### src/rtl/scan_channel_sequencer.sv
//------------------------------------------------------------------------------
// Module : scan_channel_sequencer
// Steps an 8-way channel-select decoder through the enabled channels: settle,
// dwell, then one sample handshake per channel. Single-frame or continuous.
// Rev    : 1.0  initial release
//------------------------------------------------------------------------------
`default_nettype none

module scan_channel_sequencer #(
  parameter int NUM_CH   = 8,
  parameter int SEL_W    = 3,
  parameter int SETTLE_W = 8,
  parameter int DWELL_W  = 16
) (
  input  logic                clk,
  input  logic                reset,
  input  logic                start,
  input  logic                stop,
  input  logic                continuous,
  input  logic [NUM_CH-1:0]   ch_mask,
  input  logic [SETTLE_W-1:0] settle_cycles,
  input  logic [DWELL_W-1:0]  dwell_cycles,
  input  logic                sample_ack,
  output logic [SEL_W-1:0]    sel_code,
  output logic                sel_en,
  output logic                sample_req,
  output logic                busy,
  output logic                frame_done
);

  localparam int CNT_W = (SETTLE_W > DWELL_W) ? SETTLE_W : DWELL_W;

  typedef enum logic [2:0] {
    S_IDLE    = 3'd0,
    S_SETTLE  = 3'd1,
    S_DWELL   = 3'd2,
    S_SAMPLE  = 3'd3,
    S_ADVANCE = 3'd4
  } state_t;

  state_t              r_state;
  logic [CNT_W-1:0]    r_cnt;
  logic [SEL_W-1:0]    r_sel_code;
  logic                r_sel_en;
  logic                r_sample_req;
  logic                r_busy;
  logic                r_frame_done;
  logic                r_cont;
  logic [NUM_CH-1:0]   r_mask;
  logic [SETTLE_W-1:0] r_settle;
  logic [DWELL_W-1:0]  r_dwell;

  logic                w_next_found;
  logic [SEL_W-1:0]    w_next_code;

  function automatic logic [SEL_W-1:0] f_lowest(input logic [NUM_CH-1:0] m);
    f_lowest = '0;
    for (int i = NUM_CH - 1; i >= 0; i--)
      if (m[i]) f_lowest = SEL_W'(i);
  endfunction

  // Counter holds (length - 1) so a zero length still yields one cycle.
  function automatic logic [CNT_W-1:0] f_len(input logic [CNT_W-1:0] n);
    f_len = (n == '0) ? '0 : n - CNT_W'(1);
  endfunction

  always_comb begin
    w_next_found = 1'b0;
    w_next_code  = '0;
    for (int i = NUM_CH - 1; i >= 0; i--) begin
      if (r_mask[i] && (i > int'(r_sel_code))) begin
        w_next_found = 1'b1;
        w_next_code  = SEL_W'(i);
      end
    end
  end

  always_ff @(posedge clk or posedge reset) begin
    if (reset) begin
      r_state      <= S_IDLE;
      r_cnt        <= '0;
      r_sel_code   <= '0;
      r_sel_en     <= 1'b0;
      r_sample_req <= 1'b0;
      r_busy       <= 1'b0;
      r_frame_done <= 1'b0;
      r_cont       <= 1'b0;
      r_mask       <= '0;
      r_settle     <= '0;
      r_dwell      <= '0;
    end else begin
      r_frame_done <= 1'b0;
      if (r_state != S_IDLE && stop) begin
        r_state      <= S_IDLE;
        r_sel_en     <= 1'b0;
        r_sample_req <= 1'b0;
        r_busy       <= 1'b0;
      end else begin
        case (r_state)
          S_IDLE: begin
            if (start && !stop && (ch_mask != '0)) begin
              r_cont     <= continuous;
              r_mask     <= ch_mask;
              r_settle   <= settle_cycles;
              r_dwell    <= dwell_cycles;
              r_sel_code <= f_lowest(ch_mask);
              r_cnt      <= f_len(CNT_W'(settle_cycles));
              r_busy     <= 1'b1;
              r_state    <= S_SETTLE;
            end
          end
          S_SETTLE: begin
            if (r_cnt == '0) begin
              r_cnt    <= f_len(CNT_W'(r_dwell));
              r_sel_en <= 1'b1;
              r_state  <= S_DWELL;
            end else begin
              r_cnt <= r_cnt - CNT_W'(1);
            end
          end
          S_DWELL: begin
            if (r_cnt == '0) begin
              r_sample_req <= 1'b1;
              r_state      <= S_SAMPLE;
            end else begin
              r_cnt <= r_cnt - CNT_W'(1);
            end
          end
          S_SAMPLE: begin
            if (sample_ack) begin
              r_sample_req <= 1'b0;
              r_sel_en     <= 1'b0;
              r_frame_done <= !w_next_found;
              r_state      <= S_ADVANCE;
            end
          end
          S_ADVANCE: begin
            if (w_next_found) begin
              r_sel_code <= w_next_code;
              r_cnt      <= f_len(CNT_W'(r_settle));
              r_state    <= S_SETTLE;
            end else if (r_cont) begin
              // Frame boundary: pick up whatever config is presented now.
              r_cont     <= continuous;
              r_mask     <= ch_mask;
              r_settle   <= settle_cycles;
              r_dwell    <= dwell_cycles;
              if (ch_mask != '0) begin
                r_sel_code <= f_lowest(ch_mask);
                r_cnt      <= f_len(CNT_W'(settle_cycles));
                r_state    <= S_SETTLE;
              end else begin
                r_busy  <= 1'b0;
                r_state <= S_IDLE;
              end
            end else begin
              r_busy  <= 1'b0;
              r_state <= S_IDLE;
            end
          end
          default: begin
            r_sel_en     <= 1'b0;
            r_sample_req <= 1'b0;
            r_busy       <= 1'b0;
            r_state      <= S_IDLE;
          end
        endcase
      end
    end
  end

  assign sel_code   = r_sel_code;
  assign sel_en     = r_sel_en;
  assign sample_req = r_sample_req;
  assign busy       = r_busy;
  assign frame_done = r_frame_done;

endmodule

`default_nettype wire

### config.mk
export PLATFORM = sky130hd
export DESIGN_NAME = scan_channel_sequencer
export DESIGN_NICKNAME = d
export VERILOG_FILES = /design/src/rtl/scan_channel_sequencer.sv
export SDC_FILE = /design/constraint.sdc
export NUM_CORES = 1
export LEC_CHECK = 0
export CAP_MARGIN = 20
export CORE_ASPECT_RATIO = 1.2
export CORE_UTILIZATION = 45
export DETAILED_ROUTE_END_ITERATION = 10
export PLACE_DENSITY = 0.68
export SLEW_MARGIN = 5
export SYNTH_ARGS = -nofsm -noshare
export SYNTH_HDL_FRONTEND = slang
export SYNTH_SLANG_ARGS = --single-unit
export TNS_END_PERCENT = 100
### constraint.sdc
create_clock -name clk -period 2.81 [get_ports clk]
set_input_delay 0.4215 -clock clk [delete_from_list [all_inputs] [get_ports clk]]
set_output_delay 0.4215 -clock clk [all_outputs]
set_load 0.02 [all_outputs]
==> metrics.yaml <==
yosys_warnings: 0
dr.pass1.iters: 4
syn_area_per_cell_um2: 9.52
layout.nets: 519
diodes: 0
peakVddDrop_v: 0.000376
cts_made_buffers: 9
max_slew.worst_pin.slew_ns: 0.724
dpl_cell_area_um2: 4640
final_common_cell: "dfrtp_1"
grt_max_degree: 32
area_delta_synth_final_pct: 20.3
max-clock-path-buffers: 2
ctsHoldBuffers: 0
worstPathCellList: "inv_1 > ha_1 > nor4b_2 > nand4_1 > o32ai_1 > nor2_1 > nand2_1 > o41a_1"
htreeDepth: 3
tns_ns: 0
drtIter0Drc: 135
fill_cells: 813
fmax_ghz: 0.401
worstSetupStartpointType: "flop"
core_area_um2: 8660
antenna_left: 0
grt_pass1_wl_um: 16700
layout_common_cells: "dfrtp_1, clkdlybuf4s50_1, nor2_1"
hp-class: "in -> async"
slowest_delay_ns: 0.49
hold_violations: 0
finalSetupViolCount: 0
drc: 0
std_cell_rows: 37
synthCells: 425
r2r_cells: 8
initial_utilization_pct: 46.7
die-area_um2: 9370
crit_type: "reg -> reg"
portBuffers: 44
required_ns: 3.04
outcome: "completed"
leakage_nw: 1.94
maxCapViolations: 0
routed_wl_um: 9700
yosysSeqAreaShare_pct: 35.9
drive_above_1_share_pct: 15.8
async_flop_share_pct: 100
cts_setup_buffers: 0
crit_slowest_cell: "o41a_1"
grt_overflow: 0
synth_edf_count: 0
clock-sinks: 58
rsz0062_at_grt: "no"
post-route-util_pct: 56.2
crit_start: "r_cnt[0]"
post-route-period-util_pct: 88.7
yosys_register_bits: 58
fin_area_um2: 4860
path_clk_slew_ns: 0.07
r2r-start: "r_cnt[0]"
chipHeight_um: 106
cts_resized: 0
p_per_area_nw_per_um2: 591
wl_per_cell_um: 16.3
r2r_slack_ns: 0.32
slew_headroom_pct: 51.3
vias: 3520
layout_min_cycle_time_ns: 2.49
drv_slew: 0
finClkSkew_ns: 0.00888
cts_tree: "done"
syn_nets: 469
synth_flop_cell: "dfrtp_1"
arrival_ns: 2.72
crit_fanout: 10
r2r_end: "r_cnt[6]"
gp_congestion: 0.877
ys_types: 73
dp_hpwl_um: 7320
cts_root_buf: "clkbuf_8"
vias_per_cell: 5.90
antenna_found_initial: 0
syn_area_um2: 4040
p_total_w: 0.00288
grt_pass1_vias: 3579
crit_end: "r_cnt[6]"
end_kind: "flop"
fp.dieW_um: 88.5
grt.total_usage_pct: 22.7
insertion_delay_ns: 0.35
io_pins: 45
[registers in the layout, summed over array words and instances, names as in the netlist]
signal	count
r_settle	8
busy	1
sample_req	1
r_dwell	16
sel_en	1
r_cont	1
sel_code	3
frame_done	1
r_cnt	16
r_mask	7
r_state	3
[final cells by class]
| type | count | area (um2) | area share, % |
|---|---|---|---|
| clock buffer | 11 | 141 | 2.91 |
| clock inverter | 5 | 77.6 | 1.60 |
| inverter | 15 | 56.3 | 1.16 |
| multi-input combinational | 335 | 2430 | 50.1 |
| sequential | 58 | 1450 | 29.8 |
| tap | 117 | 146 | 3.01 |
| timing repair buffer | 56 | 556 | 11.4 |
[per-layer routing]
metal,wire (um),part of all wire (%),track usage (%),up-vias
li1,-,-,-,1699
met1,4260,44,28.5,1713
met2,4840,50,37.5,86
met3,358,3.7,4.62,22
met4,242,2.5,9.45,0
met5,0,0,0,-
[kinds of logic (layout without fill, tap and decap cells)]
group,Yosys count,after routing,synth area share (%)
adders and majority gates,6,6,1.86
muxes,44,44,12.1
buffers and inverters,32,87,3.90
AOI/OAI and AO/OA,114,114,19.4
DFF,58,58,35.9
and+or+nand+nor,145,145,21.2
xor gates and xnor gates,26,26,5.63
[worst min-delay path by stage]
stage / end / slack (ns) / cells past startpoint
finish: r_dwell[0] / 0.48 / 2
detailed placement: sample_req / 0.49 / 2
global route: sample_req / 0.54 / 2
global placement: sample_req / 0.49 / 2
CTS: r_cnt[7] / 0.51 / 2
floorplan: r_mask[4] / 0.49 / 1
[critical path: cells and delay by family (launching register included)]
family | cells | cell delay, ns
and+or+nand+nor | 4 | 0.96
AOI/OAI and AO/OA | 2 | 0.67
DFF | 1 | 0.39
adders and majority gates | 1 | 0.24
buffers and inverters | 1 | 0.12
[through the flow]
stage / worst slack (ns) / hold WS [ns] / cells
3_3_place_gp: 0.174 / 0.487 / 581
4_1_cts: 0.327 / 0.508 / 597
2_1_floorplan: 0.587 / 0.490 / 425
5_1_grt: 0.0741 / 0.536 / 597
3_5_place_dp: 0.0864 / 0.495 / 581
6_report: 0.316 / 0.478 / 597
[where the power goes]
group | internal, W | total, W | switching, W
Clock | 0.000521 | 0.000872 | 0.000351
Sequential | 0.000986 | 0.00118 | 0.000199
Combinational | 0.000411 | 0.000819 | 0.000408
[cell usage after synthesis (4+ instances only)]
cell      count  area [um2]
a21oi_1      22         110
a22oi_1       5        37.5
a31oi_1       6        37.5
buf_2         6        30.0
buf_4         4        30.0
clkbuf_1      5        18.8
dfrtp_1      58        1450
ha_1          6        75.1
inv_1        14        52.6
mux2_1       11         124
mux2_2       24         270
mux2i_1       8        80.1
nand2_1      21        78.8
nand3_1       9        45.0
nand4_1       5        31.3
nor2_1       38         143
nor2b_1       5        31.3
nor3_1       13        65.1
nor3_2        4        40.0
nor4_1       11        68.8
o211ai_1      7        52.6
o21ai_0      16        80.1
o22ai_1       5        31.3
o31ai_1      20         150
or3_1         4        25.0
xnor2_1       9        78.8
xor2_1       17         149
(Power assumes the default switching activity.)
